--- config.mk ---
export PLATFORM = sky130hd
export DESIGN_NAME = digi_pattern_source_flat
export DESIGN_NICKNAME = d
export VERILOG_FILES = /design/src/rtl/digi_pattern_source_if.sv /design/src/rtl/digi_pattern_source.sv /design/src/flat_wrapper.sv
export SDC_FILE = /design/constraint.sdc
export NUM_CORES = 1
export LEC_CHECK = 0
export ABC_AREA = 1
export BUFFER_PORTS_ARGS = -buffer_cell sky130_fd_sc_hd__buf_4
export CORE_UTILIZATION = 46
export CTS_CLUSTER_SIZE = 28
export DETAILED_ROUTE_END_ITERATION = 6
export HOLD_SLACK_MARGIN = 0.03
export PLACE_DENSITY = 0.62
export SLEW_MARGIN = 30
export SYNTH_ARGS = -nofsm -noshare
export SYNTH_HDL_FRONTEND = slang
export SYNTH_SLANG_ARGS = --single-unit
--- constraint.sdc ---
create_clock -name clk -period 2.5 [get_ports clk]
set_input_delay 0.375 -clock clk [delete_from_list [all_inputs] [get_ports clk]]
set_output_delay 0.375 -clock clk [all_outputs]
set_load 0.01 [all_outputs]
--- src/rtl/digi_pattern_source_if.sv ---
// Control and observation bundle for digi_pattern_source: pattern load port,
// playback controls and the registered channel outputs.
interface digi_pattern_source_if #(
    parameter int unsigned CHANNELS = 4,
    parameter int unsigned DEPTH    = 16,
    parameter int unsigned DIV_W    = 16
);
    localparam int unsigned AW = $clog2(DEPTH);

    logic                load_en;
    logic [AW-1:0]       load_addr;
    logic [CHANNELS-1:0] load_data;
    logic [AW:0]         len;
    logic [DIV_W-1:0]    div;
    logic                repeat_mode;
    logic                start;
    logic                stop;
    logic [CHANNELS-1:0] out;
    logic                busy;
    logic                step;
    logic                done;

    modport master (
        output load_en, load_addr, load_data, len, div, repeat_mode, start, stop,
        input  out, busy, step, done
    );

    modport slave (
        input  load_en, load_addr, load_data, len, div, repeat_mode, start, stop,
        output out, busy, step, done
    );
endinterface

--- src/rtl/digi_pattern_source.sv ---
// Multi-channel digital stimulus source: replays a loaded pattern, one word
// per step with programmable dwell, in one-shot or repeat mode.
module digi_pattern_source #(
    parameter int unsigned         CHANNELS = 4,
    parameter int unsigned         DEPTH    = 16,
    parameter int unsigned         DIV_W    = 16,
    parameter logic [CHANNELS-1:0] IDLE_VAL = '0
) (
    input  logic                  clk,
    input  logic                  rst_n,
    digi_pattern_source_if.slave  bus
);
    localparam int unsigned AW    = $clog2(DEPTH);
    localparam int unsigned LEN_W = AW + 1;

    typedef enum logic {IDLE, RUN} state_t;

    state_t              state_q, state_d;
    logic [CHANNELS-1:0] out_q, out_d;
    logic                step_q, step_d;
    logic                done_q, done_d;
    logic [AW-1:0]       idx_q, idx_d;
    logic [DIV_W-1:0]    presc_q, presc_d;
    logic [LEN_W-1:0]    len_q, len_d;
    logic [DIV_W-1:0]    div_q, div_d;
    logic                rep_q, rep_d;

    logic [CHANNELS-1:0] mem [DEPTH];

    logic len_ok;
    logic not_last;

    assign len_ok   = (bus.len != '0) && (bus.len <= LEN_W'(DEPTH));
    assign not_last = ({1'b0, idx_q} < (len_q - 1'b1));

    // Pattern memory is not reset; writes are only accepted while idle.
    always_ff @(posedge clk) begin
        if (bus.load_en && (state_q == IDLE)) begin
            mem[bus.load_addr] <= bus.load_data;
        end
    end

    always_ff @(posedge clk or negedge rst_n) begin
        if (!rst_n) begin
            state_q <= IDLE;
            out_q   <= IDLE_VAL;
            step_q  <= 1'b0;
            done_q  <= 1'b0;
            idx_q   <= '0;
            presc_q <= '0;
            len_q   <= '0;
            div_q   <= '0;
            rep_q   <= 1'b0;
        end else begin
            state_q <= state_d;
            out_q   <= out_d;
            step_q  <= step_d;
            done_q  <= done_d;
            idx_q   <= idx_d;
            presc_q <= presc_d;
            len_q   <= len_d;
            div_q   <= div_d;
            rep_q   <= rep_d;
        end
    end

    always_comb begin
        state_d = state_q;
        out_d   = out_q;
        step_d  = 1'b0;
        done_d  = 1'b0;
        idx_d   = idx_q;
        presc_d = presc_q;
        len_d   = len_q;
        div_d   = div_q;
        rep_d   = rep_q;
        unique case (state_q)
            IDLE: begin
                if (bus.start && !bus.stop && len_ok) begin
                    state_d = RUN;
                    len_d   = bus.len;
                    div_d   = bus.div;
                    rep_d   = bus.repeat_mode;
                    idx_d   = '0;
                    out_d   = mem[0];
                    step_d  = 1'b1;
                    presc_d = bus.div;
                end
            end
            RUN: begin
                // Stop outranks step progression and suppresses done.
                if (bus.stop) begin
                    state_d = IDLE;
                    out_d   = IDLE_VAL;
                    idx_d   = '0;
                    presc_d = '0;
                end else if (presc_q != '0) begin
                    presc_d = presc_q - 1'b1;
                end else if (not_last) begin
                    idx_d   = idx_q + 1'b1;
                    out_d   = mem[idx_q + 1'b1];
                    step_d  = 1'b1;
                    presc_d = div_q;
                end else if (rep_q) begin
                    idx_d   = '0;
                    out_d   = mem[0];
                    step_d  = 1'b1;
                    presc_d = div_q;
                end else begin
                    state_d = IDLE;
                    done_d  = 1'b1;
                end
            end
            default: state_d = IDLE;
        endcase
    end

    assign bus.out  = out_q;
    assign bus.busy = (state_q == RUN);
    assign bus.step = step_q;
    assign bus.done = done_q;
endmodule

--- src/flat_wrapper.sv ---
// flat-port wrapper written by rule: the top's interface ports become plain ports
module digi_pattern_source_flat 
#(
    parameter int unsigned         CHANNELS = 4,
    parameter int unsigned         DEPTH    = 16,
    parameter int unsigned         DIV_W    = 16,
    parameter logic [CHANNELS-1:0] IDLE_VAL = '0
)
  (clk, rst_n, bus_load_en, bus_load_addr, bus_load_data, bus_len, bus_div, bus_repeat_mode, bus_start, bus_stop, bus_out, bus_busy, bus_step, bus_done);
  digi_pattern_source_if #(.CHANNELS(CHANNELS), .DEPTH(DEPTH), .DIV_W(DIV_W)) bus_i ();
  input  logic clk;
  input  logic rst_n;
  input wire logic [$bits(bus_i.load_en)-1:0] bus_load_en;
  input wire logic [$bits(bus_i.load_addr)-1:0] bus_load_addr;
  input wire logic [$bits(bus_i.load_data)-1:0] bus_load_data;
  input wire logic [$bits(bus_i.len)-1:0] bus_len;
  input wire logic [$bits(bus_i.div)-1:0] bus_div;
  input wire logic [$bits(bus_i.repeat_mode)-1:0] bus_repeat_mode;
  input wire logic [$bits(bus_i.start)-1:0] bus_start;
  input wire logic [$bits(bus_i.stop)-1:0] bus_stop;
  output wire logic [$bits(bus_i.out)-1:0] bus_out;
  output wire logic [$bits(bus_i.busy)-1:0] bus_busy;
  output wire logic [$bits(bus_i.step)-1:0] bus_step;
  output wire logic [$bits(bus_i.done)-1:0] bus_done;
  assign bus_i.load_en = bus_load_en;
  assign bus_i.load_addr = bus_load_addr;
  assign bus_i.load_data = bus_load_data;
  assign bus_i.len = bus_len;
  assign bus_i.div = bus_div;
  assign bus_i.repeat_mode = bus_repeat_mode;
  assign bus_i.start = bus_start;
  assign bus_i.stop = bus_stop;
  assign bus_out = bus_i.out;
  assign bus_busy = bus_i.busy;
  assign bus_step = bus_i.step;
  assign bus_done = bus_i.done;
  digi_pattern_source #(.CHANNELS(CHANNELS), .DEPTH(DEPTH), .DIV_W(DIV_W), .IDLE_VAL(IDLE_VAL)) u_core (.clk(clk), .rst_n(rst_n), .bus(bus_i));
endmodule
==> impl_metrics.csv, run 1 <==
group,metric,value,unit
setup_path,reg2reg_from,"u_core.len_q[0]",
setup_path,critical_path_class,"reg2reg",
logic_synthesis,yosysWarnings,0,
sta,maxSlewViolCount,0,
sta,finalCritPeriodShare,91.9,%
layout,nNetsFinal,740,
setup_path,ff2ff_path_depth,14,
floorplan,die_x,113,µm
setup_path,setup.worst_path.start,"u_core.len_q[0]",
layout,drive_gt1_share,14.6,%
routing,drc_errors,0,
routing,drt_pass1_iterations,4,
cts,cts_max_level,4,
layout,final_cell_mix,"224 x nand2_1, 88 x nand3_1, 64 x edfxtp_1, 54 x inv_1, 49 x dfrtp_1",
sta,maxSlewHeadroom,50.8,%
setup_path,cp_slowest_stage_delay,0.40,ns
routing,wirelength,13000,µm
outcome,status,"finished clean",
logic_synthesis,ys_seq_area_share,55.6,%
global_routing,grt_overflow,0,
pwr,power,7450,µW
logic_synthesis,synth_nets,692,
sta,worstMarginPinSlew,0.738,ns
sta,fin_skew,0.00687,ns
setup_path,r2r_slack,0.20,ns
setup_path,crit_path_top_delay_cell,"dfrtp_1",
floorplan,num_rows,40,
global_routing,busiest_layer,"met2",
placement,placed_cell_area,0.00609,mm²
floorplan,start_util,47.1,%
global_routing,grtUsageTotal,22.4,%
sta,setup_viol,0,
layout,seqCellArea,0.00315,mm²
sta,worst_slack,0.202,ns
setup_path,worstSetupEndpointType,"flop",
placement,place_congestion,0.908,
floorplan,ios,42,
logic_synthesis,syn_avg_cell_area,8.71,µm²
sta,rsz0062_at_grt,"false",
pwr,powerDensity,1120,mW/mm²
routing,drt_iter0_drc,284,
cts,clockBufferDepth,2,
sta,setup_tns,0,ns
routing,drtAntennaViolNets,0,
floorplan,dieArea,0.0128,mm²
logic_synthesis,synth.ff_latch_count,113,
placement,pre_cts_ws,0.191,ns
global_routing,grt_first_pass_wirelength,21800,µm
logic_synthesis,netlist_instances,650,
setup_path,crit_fanout,18,
sta,max_freq,435,MHz
cts,clock-sinks,113,
setup_path,worstSetupEndpoint,"u_core.presc_q[2]",
sta,hold_violations,0,
setup_path,worstPathArrival,2.64,ns
routing,wire_per_inst,15.2,µm
hold_path,hold_path_class,"in2reg",
global_routing,first_global_vias,4623,
setup_path,crit_top_cell,"nand2_1",
setup_path,cp-start-kind,"flop",
global_routing,use_met3,4.34,%
run,drv_cap,0,
layout,multi_input_comb_area,0.00219,mm²
placement,portBuffers,41,
setup_path,critPathRequiredTime,2.84,ns
global_routing,grtUsageMet1,26.0,%
cts,clk_pin_slew,0.06,ns
floorplan,die_height,113,µm
cts,cts_setup_buffers,0,
layout,antenna_cells,0,
routing,vias_per_cell,5.27,
pwr,cellLeakagePower,0.00301,µW
floorplan,design.core.area,0.0120,mm²
layout,n_fill_cell,1103,
sta,period_minus_slack,2.30,ns
placement,dpl.hpwl,8840,µm
layout,layout_commonest_cell,"nand2_1",
sta,hold_slack,0.225,ns
setup_path,crit_chain,"inv_1 > ha_1 > ha_1 > o21ai_0 > nand2_1 > nand2_1 > nand2_1 > nand2_1 > nand2_1 > nand4_4 > nand2_8 > buf_4 > nand2_1 > o21ai_2",
cts,cts_root_buf,"clkbuf_16",
logic_synthesis,ys_types,34,
global_routing,antenna_found_initial,0,
cts,clkLatencyLatePin,0.42,ns
setup_path,r2r-end,"u_core.presc_q[2]",
global_routing,grt_max_degree,50,
global_routing,gr-usage-met2,39.4,%
cts,cts-buffers-inserted,17,
layout,fin_area,0.00667,mm²
logic_synthesis,syn_area,0.00566,mm²
cts,cts_tree,"done",
layout,syn_to_final_growth,17.9,%
pwr,ir_drop,0.000659,V
routing,via_count,4521,
-- metal layers --
metal / vias to the layer above / part of all wire (%) / wire, µm
met1: 2143 / 42 / 5520
met5: - / 0 / 0
met3: 30 / 3.7 / 483
met4: 0 / 3.0 / 385
li1: 2239 / - / -
met2: 109 / 51 / 6630
-- synth_stat cells (all sizes together) --
cell type  number  area share (%)
nor2           47             3.7
nand3          88             7.8
o21ai          37             3.7
nand2         231              16
xor2            7             1.1
xnor2           6             1.1
nor3           11            0.97
a31oi           1            0.11
or2             1            0.11
buf            11             1.4
dfrtp          49              22
clkbuf          8            0.53
ha              7             1.5
a21oi           7            0.62
clkinv          1           0.066
o211ai          7            0.93
nand4           4            0.71
edfxtp         64              34
o221ai          1            0.15
o22ai           3            0.33
inv            59             3.9
-- power by group --
group	switching [µW]	internal, µW	leakage, µW
registers	301	2310	0.00119
logic	1630	900	0.00155
clock network	928	1380	0.000266
total	2860	4580	0.00301
-- per-stage QoR --
step	std cells	util (%)
2_1_floorplan	650	-
3_3_place_gp	825	50.7
3_5_place_dp	825	50.7
4_1_cts	858	55.4
5_1_grt	858	55.6
6_report	858	55.6
-- repair_timing --
item                       4_1_cts  5_1_grt
hold buffers                     1        0
hold endpoints to repair        49        0
resized for setup                0        2
setup endpoints to repair        0       16
-- state kept, by name (all words and copies together) (netlist names) --
name / count
u_core.bus.busy: 1
u_core.bus.done: 1
u_core.bus.out: 4
u_core.bus.step: 1
u_core.div_q: 16
u_core.idx_q: 4
u_core.len_q: 5
u_core.mem: 64
u_core.presc_q: 16
u_core.rep_q: 1
-- area by class of cell --
class | count | share of cell area, %
clock buffers | 18 | 6.43
clock inverters | 14 | 1.97
inverters | 60 | 3.43
multi-input cells | 458 | 32.8
flip-flops and latches | 113 | 47.2
well taps | 147 | 2.76
repair buffers | 48 | 5.44
-- worst max-delay path, delay by kind of cell (launching register included) --
kind                     cells  cell delay [ns]
AND/OR/NAND/NOR              8             0.87
AO/OA/AOI/OAI                2             0.13
buffers and inverters        2             0.24
flip-flops                   1             0.40
adder cells (fa/ha/maj)      2             0.58
-- how the worst min path moves through the flow --
stage	startpoint	to	slack (ns)	cells past startpoint
after floorplan	rst_n	u_core.bus.busy	0.08	0
after global placement	rst_n	u_core.div_q[4]	0.43	1
after detailed placement	rst_n	u_core.div_q[4]	0.45	1
after CTS	bus_div[7]	u_core.div_q[7]	0.22	3
after global routing	bus_div[7]	u_core.div_q[7]	0.24	3
final	bus_div[7]	u_core.div_q[7]	0.23	3
-- kinds of logic (layout without fill, tap and decap cells) --
kind of cell,count (synthesis),count (layout),share of synthesized area [%]
simple gates,382,382,29.0
buf+inv,79,140,5.90
xor+xnor,13,13,2.14
fa+ha+maj,7,7,1.55
flops,113,113,55.6
compound gates,56,56,5.81
(Power assumes the default switching activity.)
==> run 2: changes to the inputs <==
- ABC_AREA: 1 -> default
- CORE_UTILIZATION: 46 -> 55
- PLACE_DENSITY: 0.62 -> 0.72
- SLEW_MARGIN: 30 -> default
==> impl_metrics.csv, run 2 <==
group,metric,value,unit
outcome,status,"finished with violations",
outcome,violations,"design-rule violations",
sta,hold_violations,0,
global_routing,grtUsageTotal,26.6,%
setup_path,worstSetupEndpointType,"flop",
logic_synthesis,synth.ff_latch_count,113,
logic_synthesis,syn_area,0.00522,mm²
layout,largest_reg_flops,64,
layout,fin_area,0.00660,mm²
logic_synthesis,synth-compound-area-share,11.6,%
hold_path,hold_path_class,"in2reg",
setup_path,crit_fanout,6,
logic_synthesis,synth_top_area_cell,"edfxtp_1",
pwr,powerDensity,844,mW/mm²
layout,n_fill_cell,612,
floorplan,dieArea,0.00988,mm²
setup_path,critical_path_class,"reg2reg",
logic_synthesis,ys_types,56,
logic_synthesis,synth_nets,435,
global_routing,first_global_vias,3639,
routing,wl_met1,5410,µm
global_routing,antenna_found_initial,0,
setup_path,cp-start-kind,"flop",
layout,antenna_cells,0,
sta,finalCritPeriodShare,97.3,%
run,drv_cap,0,
floorplan,die_height,99.4,µm
sta,setup_tns,0,ns
routing,wl_met2,5720,µm
logic_synthesis,netlist_instances,393,
sta,maxSlewHeadroom,57.0,%
sta,setup_viol,0,
floorplan,ios,42,
logic_synthesis,synth_area_leaders,"edfxtp_1 37%, dfrtp_1 24%, mux4_2 6.9%, o21ai_0 3.6%, mux2_2 3.0%",
global_routing,grt_overflow,0,
routing,drtAntennaViolNets,0,
logic_synthesis,async_reset_ff_share,43.4,%
floorplan,start_util,56.7,%
placement,placed_cell_area,0.00585,mm²
cts,clk_pin_slew,0.05,ns
pwr,cellLeakagePower,0.00254,µW
sta,worstMarginPinSlew,0.645,ns
routing,drc_errors,2,
layout,syn_to_final_growth,26.5,%
placement,place_congestion,0.830,
floorplan,die_x,99.4,µm
setup_path,critPathRequiredTime,2.93,ns
placement,dp_cells,561,
logic_synthesis,synth_top_family_by_area,"multiplexers",
routing,vias_per_cell,6.07,
layout,nNetsFinal,519,
sta,worst_slack,0.0669,ns
cts,clockBufferDepth,2,
layout,reg_top3,"u_core.mem: 64 flops, u_core.div_q: 16 flops, u_core.presc_q: 16 flops",
logic_synthesis,yosysWarnings,0,
logic_synthesis,synth_xor_area_share,1.51,%
routing,via_count,3648,
layout,drive_gt1_share,33.3,%
layout,final_cell_mix,"74 x buf_4, 64 x edfxtp_1, 47 x dfrtp_1, 34 x o21ai_0, 29 x nor2_1",
placement,dpl.hpwl,7820,µm
sta,fin_skew,0.00997,ns
cts,cts_root_buf,"clkbuf_8",
logic_synthesis,synth_edf_count,64,
routing,drt_pass1_iterations,7,
logic_synthesis,synth-adder-area-share,1.68,%
routing,wl_met3,694,µm
logic_synthesis,synthSimpleGateAreaFrac,10.5,%
sta,maxSlewViolCount,0,
cts,cts_max_level,4,
logic_synthesis,synth_mux_area_share,11.7,%
global_routing,grt_first_pass_wirelength,19200,µm
floorplan,num_rows,35,
cts,clock-sinks,113,
layout,layout_commonest_cell,"buf_4",
layout,largest_register,"u_core.mem",
logic_synthesis,synthFlopType,"edfxtp_1",
cts,cts_tree,"done",
logic_synthesis,yosysMostFrequentCell,"edfxtp_1",
layout,stdcell_count,601,
logic_synthesis,syn_avg_cell_area,13.3,µm²
routing,top_layer,"met4",
cts,clkLatencyLatePin,0.51,ns
logic_synthesis,synth_top_area_share,36.8,%
setup_path,worstPathArrival,2.86,ns
placement,portBuffers,41,
routing,wire_per_inst,20.0,µm
floorplan,design.core.area,0.00920,mm²
cts,cts-buffers-inserted,17,
routing,drt_iter0_drc,219,
routing,wirelength,12000,µm
pwr,ir_drop,0.000548,V
logic_synthesis,synth_common_cells,"64 x edfxtp_1, 49 x dfrtp_1, 38 x o21ai_0",
sta,period_minus_slack,2.43,ns
placement,pre_cts_ws,-0.244,ns
sta,max_freq,411,MHz
logic_synthesis,ys_seq_area_share,60.3,%
global_routing,grt_max_degree,50,
==> run 2: worst paths after layout <==
check | slack, ns | startpoint | to | cells past startpoint
worst max-delay path | 0.07 | u_core.len_q[1] | u_core.idx_q[2] | 11
worst max register to register | 0.07 | u_core.len_q[1] | u_core.idx_q[2] | 11
worst min-delay path | 0.1 | bus_repeat_mode | u_core.rep_q | 2
min in group asynchronous | 0.44 | rst_n | u_core.div_q[8] | 2
max in group asynchronous | 1.58 | rst_n | u_core.len_q[1] | 2
worst min register to register | 0.49 | u_core.div_q[4] | u_core.div_q[4] | 2
==> run 2: cell families after synthesis <==
group / count (synthesis)
flip-flops: 113
adder cells (fa/ha/maj): 7
AND/OR/NAND/NOR: 102
AO/OA/AOI/OAI: 93
XOR/XNOR: 9
multiplexers: 39
buffers and inverters: 30
==> run 2: metal layers <==
metal	global-route usage, %	up-vias
met5	0	-
met2	40.1	125
met1	37.1	1823
met3	7.31	21
li1	-	1679
met4	10.5	0
==> run 2: final cells by class <==
cell class | count | area (µm²) | share of cell area, %
Sequential cell | 113 | 3150 | 47.7
Timing Repair Buffer | 79 | 622 | 9.42
Clock inverter | 7 | 110 | 1.67
Inverter | 15 | 56.3 | 0.853
Tap cell | 111 | 139 | 2.10
Clock buffer | 25 | 474 | 7.18
Multi-Input combinational cell | 251 | 2050 | 31.1
==> run 2: repair_timing <==
item,CTS,global route
setup buffers,2,3
hold endpoints to repair,49,0
setup endpoints to repair,10,16
gates resized for setup,3,22
gates cloned,1,1
pin swaps,1,5
hold buffers,1,0
==> run 2: power breakdown <==
| group | internal (µW) | switching (µW) |
|---|---|---|
| clock | 1590 | 791 |
| sequential | 2170 | 193 |
| combinational | 420 | 413 |
| total | 4180 | 1400 |
==> run 2: critical path: stages (launching register included) <==
cell and delay, ns:
dfrtp_2 0.41, inv_2 0.06, ha_4 0.16, xnor2_2 0.12, ha_1 0.32, o21a_4 0.15, o2bb2ai_4 0.08, or3_4 0.42
o211ai_1 0.25, buf_4 0.20, o21ai_1 0.08, o21ai_1 0.09
==> run 2: through the flow <==
step | power (µW) | hold slack [ns] | utilization (%)
global route | 5800 | 0.0746 | 71.8
floorplan | 2770 | 0.0794 | -
global placement | 3050 | 0.434 | 63.6
finish | 5570 | 0.0952 | 71.8
detailed placement | 3090 | 0.440 | 63.6
CTS | 5500 | 0.0840 | 70.6
==> run 3: changes to the inputs <==
- RECOVER_POWER: default -> 50
==> impl_metrics.csv, run 3 (synthesized netlist as in run 2, its figures left out) <==
group,metric,value,unit
outcome,status,"finished with violations",
outcome,violations,"design-rule violations",
cts,clockBufferDepth,2,
sta,period_minus_slack,2.43,ns
sta,worstMarginPinSlew,1.24,ns
layout,largest_reg_flops,64,
cts,clock-sinks,113,
hold_path,min_to,"u_core.rep_q",
global_routing,antenna_found_initial,0,
setup_path,cp_slowest_stage_delay,0.42,ns
global_routing,grt_first_pass_wirelength,19200,µm
global_routing,first_global_vias,3639,
routing,drtAntennaViolNets,0,
setup_path,crit_top_cell,"o21ai_1",
floorplan,ios,42,
layout,drive_gt1_share,32.0,%
setup_path,crit_chain,"inv_2 > ha_4 > xnor2_2 > ha_1 > o21a_4 > o2bb2ai_4 > or3_4 > o211ai_1 > buf_4 > o21ai_1 > o21ai_1",
setup_path,ff2ff_path_depth,11,
floorplan,dieArea,0.00988,mm²
routing,drt_pass1_iterations,6,
routing,drt_iter0_drc,191,
setup_path,critPathRequiredTime,2.93,ns
floorplan,start_util,56.7,%
sta,hold_violations,0,
pwr,powerDensity,847,mW/mm²
layout,seqCellArea,0.00315,mm²
routing,vias_per_cell,6.09,
layout,fin_area,0.00658,mm²
placement,portBuffers,41,
cts,cts-buffers-inserted,17,
hold_path,min_from,"bus_repeat_mode",
placement,dp_cells,561,
layout,stdcell_count,601,
layout,final_cell_mix,"67 x buf_4, 64 x edfxtp_1, 47 x dfrtp_1, 34 x o21ai_0, 29 x nor2_1",
routing,drc_errors,2,
setup_path,worstSetupEndpointType,"flop",
setup_path,setup.worst_path.start,"u_core.len_q[0]",
sta,maxSlewViolCount,0,
floorplan,die_x,99.4,µm
placement,placed_cell_area,0.00585,mm²
setup_path,r2r_slack,0.07,ns
global_routing,grtUsageTotal,26.6,%
sta,finalCritPeriodShare,97.1,%
global_routing,grt_overflow,0,
cts,cts_root_buf,"clkbuf_8",
placement,dpl.hpwl,7820,µm
cts,cts_max_level,4,
setup_path,critical_path_class,"reg2reg",
layout,largest_register,"u_core.mem",
setup_path,cp-start-kind,"flop",
run,drv_cap,0,
sta,setup_viol,0,
sta,fin_skew,0.0110,ns
setup_path,worstPathArrival,2.86,ns
floorplan,num_rows,35,
pwr,cellLeakagePower,0.00251,µW
routing,via_count,3661,
routing,wire_per_inst,20.0,µm
sta,maxSlewHeadroom,17.2,%
layout,antenna_cells,0,
global_routing,grt_max_degree,50,
layout,n_fill_cell,619,
layout,syn_to_final_growth,26.1,%
layout,reg_top3,"u_core.mem: 64 flops, u_core.div_q: 16 flops, u_core.presc_q: 16 flops",
setup_path,crit_path_top_delay_cell,"or3_4",
layout,nNetsFinal,519,
setup_path,reg2reg_from,"u_core.len_q[0]",
cts,cts_tree,"done",
sta,max_freq,412,MHz
placement,place_congestion,0.830,
setup_path,r2r-end,"u_core.idx_q[2]",
setup_path,crit_fanout,6,
layout,multi_input_comb_area,0.00205,mm²
cts,clkLatencyLatePin,0.51,ns
hold_path,hold_path_class,"in2reg",
cts,clk_pin_slew,0.05,ns
routing,wirelength,12000,µm
pwr,ir_drop,0.000531,V
layout,layout_commonest_cell,"buf_4",
floorplan,design.core.area,0.00920,mm²
hold_path,worstHoldPathCells,2,
floorplan,die_height,99.4,µm
-- run 3: cell count changes in the layout (fill, tap and decap cells not counted), sizes merged --
cell,previous run,this run
buf,78,71
clkbuf,25,32
-- run 3: how the worst max path moves through the flow --
stage	endpoint	slack [ns]	depth (start not counted)
floorplan	u_core.idx_q[0]	0.19	11
global placement	u_core.presc_q[8]	-0.05	10
detailed placement	u_core.presc_q[10]	-0.24	10
CTS	u_core.idx_q[2]	0.03	11
global route	u_core.bus.out[3]	-0.02	11
finish	u_core.idx_q[2]	0.07	11
-- run 3: final cells by class --
class | count | area share (%)
flip-flops and latches | 113 | 47.9
clock inverters | 7 | 1.67
inverters | 15 | 0.856
multi-input cells | 251 | 31.2
well taps | 111 | 2.11
repair buffers | 79 | 9.07
clock buffers | 25 | 7.21
-- run 3: routing by layer --
| layer | vias up | part of all wire (%) | track usage (%) |
|---|---|---|---|
| li1 | 1680 | - | - |
| met3 | 20 | 5.7 | 7.31 |
| met5 | - | 0 | 0 |
| met2 | 121 | 48 | 40.1 |
| met4 | 0 | 1.6 | 10.5 |
| met1 | 1840 | 45 | 37.1 |
-- run 3: repair_timing --
item                       4_1_cts  5_1_grt
resized for setup                3       22
cloned                           1        1
setup endpoints to repair       10       16
pin swaps                        1        5
setup buffers                    2        3
hold endpoints to repair        49        0
hold buffers                     1        0
-- run 3: per-stage QoR --
| step | setup slack (ns) | TNS, ns | util, % | hold slack [ns] | power, µW |
|---|---|---|---|---|---|
| after global routing | -0.0152 | -0.0152 | 71.5 | 0.0746 | 5800 |
| after detailed placement | -0.244 | -1.11 | 63.6 | 0.440 | 3090 |
| after global placement | -0.0486 | -0.182 | 63.6 | 0.434 | 3050 |
| after floorplan | 0.191 | 0 | - | 0.0794 | 2770 |
| after CTS | 0.0337 | 0 | 70.6 | 0.0840 | 5500 |
| final | 0.0724 | 0 | 71.5 | 0.0978 | 5570 |
-- run 3: where the power goes --
part           switching (µW)  total [µW]  internal, µW
logic                     413         829           416
clock network             796        2390          1590
registers                 191        2360          2170
total                    1400        5570          4170
-- run 3: critical path, delay by kind of cell (launching register included) --
kind / cells / cell delay [ns]
compound gates: 5 / 0.66
fa+ha+maj: 2 / 0.49
simple gates: 1 / 0.42
flops: 1 / 0.39
buf+inv: 2 / 0.27
xor+xnor: 1 / 0.12
